`config.mk`:
```
export PLATFORM = sky130hd
export DESIGN_NAME = sprite_command_sequencer
export DESIGN_NICKNAME = d
export VERILOG_FILES = /design/src/rtl/gpu_sprite_pkg.sv /design/src/rtl/sprite_cmd_encode.sv /design/src/rtl/sprite_command_sequencer.sv
export SDC_FILE = /design/constraint.sdc
export NUM_CORES = 1
export LEC_CHECK = 0
export CORE_MARGIN = 1
export CORE_UTILIZATION = 50
export DETAILED_ROUTE_END_ITERATION = 7
export GPL_TIMING_DRIVEN = 0
export PLACE_DENSITY = 0.89
export SYNTH_ARGS = -nofsm -noshare
export SYNTH_HDL_FRONTEND = slang
export SYNTH_HIERARCHICAL = 1
export SYNTH_SLANG_ARGS = --single-unit
```
`constraint.sdc`:
```
create_clock -name Clk -period 10.1 [get_ports Clk]
set_clock_uncertainty 0.1 [all_clocks]
set_input_delay 2.02 -clock Clk [delete_from_list [all_inputs] [get_ports Clk]]
set_output_delay 2.02 -clock Clk [all_outputs]
set_load 0.01 [all_outputs]
```
`src/rtl/gpu_sprite_pkg.sv`:
```
// Shared sprite-controller definitions: command codes, request kinds, field widths,
// the latched request record and the sequencer state encoding.
// Used by the command sequencer, its encoder and the sprite controllers.
package gpu_sprite_pkg;

  localparam int ADDR_W  = 23;
  localparam int POS_W   = 11;
  localparam int DIM_W   = 10;
  localparam int INSTR_W = 4;
  localparam int KIND_W  = 2;
  localparam int STEP_W  = 3;

  // Instruction codes decoded by the sprite controllers
  localparam logic [INSTR_W-1:0] SET_SPRITE   = 4'd1;
  localparam logic [INSTR_W-1:0] SET_X        = 4'd2;
  localparam logic [INSTR_W-1:0] SET_Y        = 4'd3;
  localparam logic [INSTR_W-1:0] SET_WIDTH    = 4'd4;
  localparam logic [INSTR_W-1:0] SET_HEIGHT   = 4'd5;
  localparam logic [INSTR_W-1:0] SHIFT_X      = 4'd6;
  localparam logic [INSTR_W-1:0] SHIFT_Y      = 4'd7;
  localparam logic [INSTR_W-1:0] CLEAR_SPRITE = 4'd8;
  localparam logic [INSTR_W-1:0] SET_VISIBLE  = 4'd9;

  // High-level request kinds
  localparam logic [KIND_W-1:0] KIND_DEFINE = 2'd0;
  localparam logic [KIND_W-1:0] KIND_MOVE   = 2'd1;
  localparam logic [KIND_W-1:0] KIND_HIDE   = 2'd2;
  localparam logic [KIND_W-1:0] KIND_SHOW   = 2'd3;

  typedef struct packed {
    logic [KIND_W-1:0]       kind;
    logic [ADDR_W-1:0]       addr;
    logic signed [POS_W-1:0] x;
    logic signed [POS_W-1:0] y;
    logic [DIM_W-1:0]        width;
    logic [DIM_W-1:0]        height;
  } sprite_req_t;

  typedef enum logic [1:0] {
    ST_IDLE        = 2'd0,
    ST_WAIT_VBLANK = 2'd1,
    ST_ISSUE       = 2'd2
  } seq_state_t;

  // Number of controller writes a request expands into; a move skips zero deltas.
  function automatic logic [STEP_W-1:0] write_count(input sprite_req_t req);
    logic [STEP_W-1:0] n;
    case (req.kind)
      KIND_DEFINE: n = STEP_W'(5);
      KIND_MOVE:   n = STEP_W'(req.x != '0) + STEP_W'(req.y != '0);
      default:     n = STEP_W'(1);
    endcase
    return n;
  endfunction

endpackage

```
`src/rtl/sprite_cmd_encode.sv`:
```
// Maps (latched request, step index) to the controller instruction and payload.
// Ports: i_req latched request, i_step write index within the request,
//        o_instruction / o_data the command for that step. Purely combinational.
module sprite_cmd_encode
  import gpu_sprite_pkg::*;
(
  input  sprite_req_t        i_req,
  input  logic [STEP_W-1:0]  i_step,
  output logic [INSTR_W-1:0] o_instruction,
  output logic [ADDR_W-1:0]  o_data
);

  always_comb begin
    o_instruction = '0;
    o_data        = '0;
    case (i_req.kind)
      KIND_DEFINE: begin
        // Geometry first, set-sprite last so the sprite appears with final geometry
        case (i_step)
          STEP_W'(0): begin
            o_instruction = SET_WIDTH;
            o_data        = {{(ADDR_W-DIM_W){1'b0}}, i_req.width};
          end
          STEP_W'(1): begin
            o_instruction = SET_HEIGHT;
            o_data        = {{(ADDR_W-DIM_W){1'b0}}, i_req.height};
          end
          STEP_W'(2): begin
            o_instruction = SET_X;
            o_data        = {{(ADDR_W-POS_W){1'b0}}, i_req.x};
          end
          STEP_W'(3): begin
            o_instruction = SET_Y;
            o_data        = {{(ADDR_W-POS_W){1'b0}}, i_req.y};
          end
          default: begin
            o_instruction = SET_SPRITE;
            o_data        = i_req.addr;
          end
        endcase
      end
      KIND_MOVE: begin
        // Step 0 is the X shift unless dx is zero, in which case only Y remains
        if ((i_step == STEP_W'(0)) && (i_req.x != '0)) begin
          o_instruction = SHIFT_X;
          o_data        = {{(ADDR_W-POS_W){1'b0}}, i_req.x};
        end else begin
          o_instruction = SHIFT_Y;
          o_data        = {{(ADDR_W-POS_W){1'b0}}, i_req.y};
        end
      end
      KIND_HIDE: o_instruction = CLEAR_SPRITE;
      default:   o_instruction = SET_VISIBLE;
    endcase
  end

endmodule

```
`src/rtl/sprite_command_sequencer.sv`:
```
// Accepts one sprite request (define/move/hide/show), waits for vertical blanking,
// then issues its controller writes back to back and pulses Done one cycle later.
// Ports: Req* request handshake + fields, VBlank gate, SpriteSelect/Write/Instruction/
//        CmdData write port, Done completion pulse. One request in flight at a time.
module sprite_command_sequencer
  import gpu_sprite_pkg::*;
#(
  parameter int NUM_SPRITES = 16,
  parameter int SEL_W       = 4
)(
  input  logic                    Clk,
  input  logic                    Reset,
  input  logic                    VBlank,
  input  logic                    ReqValid,
  output logic                    ReqReady,
  input  logic [KIND_W-1:0]       ReqKind,
  input  logic [SEL_W-1:0]        ReqSprite,
  input  logic [ADDR_W-1:0]       ReqAddress,
  input  logic signed [POS_W-1:0] ReqX,
  input  logic signed [POS_W-1:0] ReqY,
  input  logic [DIM_W-1:0]        ReqWidth,
  input  logic [DIM_W-1:0]        ReqHeight,
  output logic [SEL_W-1:0]        SpriteSelect,
  output logic                    Write,
  output logic [INSTR_W-1:0]      Instruction,
  output logic [ADDR_W-1:0]       CmdData,
  output logic                    Done
);

  if (SEL_W != $clog2(NUM_SPRITES)) begin : g_sel_w_check
    $error("SEL_W must equal clog2(NUM_SPRITES)");
  end

  seq_state_t         r_state;
  seq_state_t         w_state_nxt;
  sprite_req_t        r_req;
  logic [SEL_W-1:0]   r_sprite;
  logic [STEP_W-1:0]  r_step;

  logic               r_write;
  logic               r_done;
  logic [INSTR_W-1:0] r_instr;
  logic [ADDR_W-1:0]  r_data;
  logic [SEL_W-1:0]   r_sel;

  logic               w_accept;
  logic               w_issue_now;
  logic               w_seq_end;
  logic [STEP_W-1:0]  w_count;
  sprite_req_t        w_req_in;
  logic [INSTR_W-1:0] w_enc_instr;
  logic [ADDR_W-1:0]  w_enc_data;

  logic               w_write_nxt;
  logic               w_done_nxt;
  logic [INSTR_W-1:0] w_instr_nxt;
  logic [ADDR_W-1:0]  w_data_nxt;
  logic [SEL_W-1:0]   w_sel_nxt;

  // Ready is forced low while reset is held, not just after it is released
  assign ReqReady = (r_state == ST_IDLE) && !Reset;
  assign w_accept = ReqValid && ReqReady;

  assign w_req_in = '{kind: ReqKind, addr: ReqAddress, x: ReqX, y: ReqY,
                      width: ReqWidth, height: ReqHeight};

  assign w_count = write_count(r_req);

  // The cycle VBlank is first seen high behaves like an ISSUE cycle at step 0,
  // so the first write registers on that same edge.
  assign w_issue_now = (r_state == ST_ISSUE) ||
                       ((r_state == ST_WAIT_VBLANK) && VBlank);
  // All writes already emitted (or none needed): this edge raises Done
  assign w_seq_end   = w_issue_now && (r_step == w_count);

  sprite_cmd_encode u_encode (
    .i_req         (r_req),
    .i_step        (r_step),
    .o_instruction (w_enc_instr),
    .o_data        (w_enc_data)
  );

  // State register
  always_ff @(posedge Clk or posedge Reset) begin
    if (Reset) begin
      r_state <= ST_IDLE;
    end else begin
      r_state <= w_state_nxt;
    end
  end

  // Next-state logic
  always_comb begin
    w_state_nxt = r_state;
    case (r_state)
      ST_IDLE: begin
        if (w_accept) w_state_nxt = ST_WAIT_VBLANK;
      end
      ST_WAIT_VBLANK: begin
        if (VBlank) w_state_nxt = w_seq_end ? ST_IDLE : ST_ISSUE;
      end
      ST_ISSUE: begin
        if (w_seq_end) w_state_nxt = ST_IDLE;
      end
      default: w_state_nxt = ST_IDLE;
    endcase
  end

  // Output logic: next values of the registered write port, zeroed when not writing
  always_comb begin
    w_write_nxt = w_issue_now && !w_seq_end;
    w_done_nxt  = w_seq_end;
    w_instr_nxt = '0;
    w_data_nxt  = '0;
    w_sel_nxt   = '0;
    if (w_write_nxt) begin
      w_instr_nxt = w_enc_instr;
      w_data_nxt  = w_enc_data;
      w_sel_nxt   = r_sprite;
    end
  end

  // Request latch and step counter
  always_ff @(posedge Clk or posedge Reset) begin
    if (Reset) begin
      r_req    <= '0;
      r_sprite <= '0;
      r_step   <= '0;
    end else if (w_accept) begin
      r_req    <= w_req_in;
      r_sprite <= ReqSprite;
      r_step   <= '0;
    end else if (w_write_nxt) begin
      r_step   <= r_step + STEP_W'(1);
    end
  end

  // Registered write port; async reset drops Write immediately
  always_ff @(posedge Clk or posedge Reset) begin
    if (Reset) begin
      r_write <= 1'b0;
      r_done  <= 1'b0;
      r_instr <= '0;
      r_data  <= '0;
      r_sel   <= '0;
    end else begin
      r_write <= w_write_nxt;
      r_done  <= w_done_nxt;
      r_instr <= w_instr_nxt;
      r_data  <= w_data_nxt;
      r_sel   <= w_sel_nxt;
    end
  end

  assign Write        = r_write;
  assign Done         = r_done;
  assign Instruction  = r_instr;
  assign CmdData      = r_data;
  assign SpriteSelect = r_sel;

endmodule

```
# Yosys cells after proc, flatten, opt, wreduce, memory -nomap -nowiden
# Index checks and enable logic that the tools add are counted.
[totals]
register_bits = 109
word_cells = 60
inputBits = 75
out_inout_bits = 34
[classes]
muxes = 17
n_eq_ne = 11
reduce_logical = 16
add_sub_neg = 2
[ops]
columns = ["cell", "n"]
rows = [
  ["$pmux W23 S4", 1],
  ["$pmux W23 S2", 1],
  ["$mux W23", 1],
  ["$reduce_bool A11 Y1", 2],
  ["$pmux W3 S4", 1],
  ["$pmux W4 S3", 1],
  ["$mux W11", 1],
  ["$mux W2", 4],
  ["$mux W4", 2],
  ["$eq A3 B2 Y1 const B", 2],
  ["$logic_and A1 B1 Y1", 6],
  ["$mux W3", 2],
  ["$ne A2 B2 Y1 const B", 3],
  ["$pmux W2 S3", 1],
  ["$pmux W3 S2", 1],
  ["$eq A2 B1 Y1 const B", 2],
  ["$eq A2 B2 Y1 const B", 2],
  ["$logic_not A2 Y1", 2],
  ["$add A3 B1 Y3 const B", 1],
  ["$eq A3 B1 Y1 const B", 1],
  ["$eq A3 B3 Y1", 1],
  ["$logic_not A3 Y1", 1],
  ["$reduce_and A3 Y1", 1],
  ["$add A1 B1 Y2", 1],
  ["4 further kinds", 5],
]

# Depth between registers and ports, before layout
# Gate-level depths: netlist (run 1).
[depth]
ltp_word = 9
mapped_depth = 9
depth_no_buf = 8

# Hierarchy
# Netlist (run 1), hierarchy kept.
[modules_own_cells]
columns = ["module", "seq_area_each_um2", "cells_per_inst", "area_each_um2", "n_inst"]
rows = [
  ["sprite_command_sequencer", 2727.6, 414, 4101.4, 1],
  ["sprite_cmd_encode", 0.0, 121, 957.2, 1],
]

# Worst setup path after synthesis (run 1)
# No wires, ideal clock.
[synth_timing]
path_type = "input-to-output"
start = "input port Reset"
end = "output port ReqReady"
path_buffers = 0
arrival_time_ps = 2357
t_required_ps = 7980
path_stages = 1
path_slack_ps = 5623
path_cell_list = "nor3_1"
[synth_between]
elab_chain_cells = 2
[synth_lines]
columns = ["item", "line", "source"]
rows = [
  ["start: declaration", "sprite_command_sequencer.sv:12", "input logic Reset,"],
  ["$logic_not A1 Y1 (no source line)", "-", ""],
  ["$logic_and A1 B1 Y1", "sprite_command_sequencer.sv:61", "assign ReqReady = (r_state == ST_IDLE) && !Reset;"],
  ["end: declaration", "sprite_command_sequencer.sv:15", "output logic ReqReady,"],
]
# No other way between the ends.

# Worst setup path in the final report (run 1)
# Same ends and word-level chain as after synthesis.

==> flow_summary.yaml, run 1 <==
status:
  status: "complete, no violations"
clock_tree:
  ctsHoldBuffers: 0
  path_clk_slew_ps: 100
  tritoncts: "built"
  clock_sinks: 109
  clock_latency_ps: 370
  cts_buffers: 9
  clockBufferDepth: 2
  cts_root_buf: "clkbuf_8"
  ctsResizeCount: 0
  cts_htree_levels: 3
  postCtsSetupBuffers: 0
worst_setup_path:
  crit_path_start: "Reset"
  cp-start-kind: "input pin"
  r2r_slack_ps: 7470
  required_ps: 7980
  end_kind: "primary output"
  crit_fanout: 3
  crit_type: "input pin to primary output"
  cp.arrival_ps: 3360
  reg2reg_to: "CmdData[9]"
  rr_startpoint: "r_req[20]"
  ff2ff_path_depth: 8
  cp-endpoint: "ReqReady"
placed_design:
  port_buffers: 108
  dpl.hpwl_mm: 9.472
  routabilityCongestion: 0.9789
  dpl.cell_count: 777
layout:
  fin_util: 0.6701
  stdcell_count: 792
  diodes: 0
  num-nets-final: 732
  synthToLayoutAreaGrowth_pct: 29.48
  drive_gt1_frac: 0.09408
floorplan:
  io_pins: 109
  start_util: 0.5175
  die_h_um: 102.6
  rows: 36
  die_area_sq_um: 10520
  core_sq_um: 9774
  die_w_um: 102.6
synth:
  synth_top_area_cell: "dfrtp_1"
  ys_ff_latch: 109
  synthFlopType: "dfrtp_1"
  async_reset_ff_frac: 1.000
  ys.warnings.count: 6
  ys_seq_area_frac: 0.5392
  avgSynthCellArea_sq_um: 9.455
  synth_nets: 612
  yosys-top-cells-area: "dfrtp_1 54%, nand2_1 16%, and3_1 3.7%, mux4_2 3.1%, and2_1 1.9%"
  ys_types: 51
  synth_edf_count: 0
  synth_area_sq_um: 5059
  syn_inst: 535
  yosysTopAreaCellShare: 0.5392
pwr:
  p_leak_nw: 3.204
  ir_drop_v: 0.0001218
  power.density_nw_per_um2: 272.9
timing:
  rsz0062_at_grt: "no"
  fin_crit_sh: 0.5426
  final_hold_viol_count: 0
  slew_viol_final: 0
  worst_pin_slew_ps: 787.1
  fmaxAchievable_ghz: 0.1825
  slew_headroom: 0.4712
  finalSetupViolations: 0
  tns_ps: 0
  fin_crit_ps: 5480
route:
  routed_wl_mm: 12.67
  ant_nets: 0
  routed-via-count: 4260
  firstDrtPassIters: 6
  routedWlPerCell_um: 16.00
  drcViolationCount: 0
  vias_per_cell: 5.379
  dr.first_iter.drc_count: 303
global_route:
  grt_max_degree: 63
  antenna_found_initial: 0
  grt_pass1_vias: 4164
  grt_pass1_wl_mm: 20.40
  grt_usage: 0.2586
  globalRouteOverflowTotal: 0
run:
  cap_violations: 0
hold_path:
  min_from: "r_req[60]"
  hold_class: "register to register"
  min_path_cells: 2
flip-flops by register name, indices dropped and copies added (netlist names):
name          cells
CmdData          23
r_state           2
r_req            67
Done              1
Write             1
Instruction       4
r_sprite          4
SpriteSelect      4
r_step            3
logic make-up after synthesis:
family / Yosys count / share of synthesized area
XOR/XNOR: 1 / 0.001732
buffers and inverters: 40 / 0.03735
adder cells (fa/ha/maj): 2 / 0.004946
flip-flops: 109 / 0.5392
AO/OA/AOI/OAI: 44 / 0.07198
multiplexers: 14 / 0.04551
AND/OR/NAND/NOR: 325 / 0.2993
cells in the mapped netlist, types with 2 or more instances:
cell,number
and2_1,15
clkbuf_1,16
nor4_1,4
buf_2,13
a221oi_1,3
nor2_1,19
clkbuf_2,3
mux2i_1,5
o21ai_0,7
a211oi_1,3
nor4_4,2
a2bb2oi_1,4
nand3_1,6
nor3b_1,2
ha_1,2
inv_1,4
a311oi_1,3
mux4_2,7
and3_2,4
buf_6,2
a21oi_1,3
nor4b_2,2
and3_1,30
a22oi_1,7
mux2_2,2
a221o_1,7
nor3_1,9
nand2_1,220
dfrtp_1,109
worst max-delay path, stage by stage:
cell             delay [ps]
clkdlybuf4s50_1         460
nor3_1                  270
clkdlybuf4s50_1         600
cell type report:
class                           instances  area [sq um]
Buffer                                 36         173.9
Inverter                                4         17.52
Multi-Input combinational cell        386          2142
Fill cell                             763          3224
Tap cell                              133         166.4
Timing Repair Buffer                  109          1109
Clock inverter                          4         72.57
Sequential cell                       109          2728
Clock buffer                           11         141.4
placed cells by master (no fill, tap or decap), types with 2 or more instances in the layout:
| cell | instances |
|---|---|
| a211oi_1 | 3 |
| a21oi_1 | 3 |
| a221o_1 | 7 |
| a221oi_1 | 3 |
| a22oi_1 | 7 |
| a2bb2oi_1 | 4 |
| a311oi_1 | 3 |
| and2_1 | 15 |
| and3_1 | 30 |
| and3_2 | 4 |
| buf_2 | 13 |
| buf_6 | 2 |
| bufinv_16 | 2 |
| clkbuf_1 | 17 |
| clkbuf_2 | 3 |
| clkbuf_8 | 10 |
| clkdlybuf4s50_1 | 108 |
| dfrtp_1 | 109 |
| ha_1 | 2 |
| inv_1 | 3 |
| mux2_2 | 2 |
| mux2i_1 | 5 |
| mux4_2 | 7 |
| nand2_1 | 220 |
| nand3_1 | 6 |
| nor2_1 | 19 |
| nor3_1 | 9 |
| nor3b_1 | 2 |
| nor4_1 | 4 |
| nor4_4 | 2 |
| nor4b_2 | 2 |
| o21ai_0 | 7 |
worst min-delay path by stage:
stage / to
6_report: r_req[60]
4_1_cts: r_req[60]
3_3_place_gp: r_req[64]
5_1_grt: r_req[60]
2_1_floorplan: r_sprite[3]
3_5_place_dp: r_req[60]
routing by layer:
metal  global-route usage  part of all wire  wire [um]  vias up
li1                     -                 -          -     2018
met4               0.1022             0.018        229        0
met3              0.03322             0.065        822       17
met2               0.4205              0.48       6117      162
met1               0.3549              0.43       5502     2063
met5                    0                 0          0        -
power breakdown:
group          switching (mW)  total, mW  internal, mW
Sequential              0.158      0.763         0.605
Combinational           0.393      0.739         0.346
Clock                   0.140      0.285         0.145
Total                   0.692       1.79          1.10
stage by stage:
| step | cell area, sq um | setup WS, ps | power [mW] | hold slack, ps |
|---|---|---|---|---|
| floorplan | 5059 | 5106 | 1.229 | 337.0 |
| global placement | 6306 | 3803 | 1.465 | 349.8 |
| detailed placement | 6336 | 4610 | 1.498 | 354.8 |
| CTS | 6550 | 4611 | 1.782 | 377.3 |
| global route | 6550 | 4541 | 1.907 | 406.3 |
| finish | 6550 | 4620 | 1.787 | 381.3 |
Note: power is estimated with default switching activity, not from simulation.
==> run 2: changes to the inputs <==
==> constraint.sdc (replaced) <==
create_clock -name Clk -period 5.7 [get_ports Clk]
set_clock_uncertainty 0.1 [all_clocks]
set_input_delay 1.14 -clock Clk [delete_from_list [all_inputs] [get_ports Clk]]
set_output_delay 1.14 -clock Clk [all_outputs]
set_load 0.01 [all_outputs]
==> results of run 2 <==
Same layout as run 1 (identical final DEF). Status: complete, no violations.
Among the figures that moved: setup slack after placement 4610 ps -> 1970 ps; setup slack after layout 4620 ps -> 1980 ps; register-to-register setup slack 7470 ps -> 3070 ps; total power 1.787 mW -> 3.167 mW; worst IR drop on VDD 0.0001218 V -> 0.0002158 V
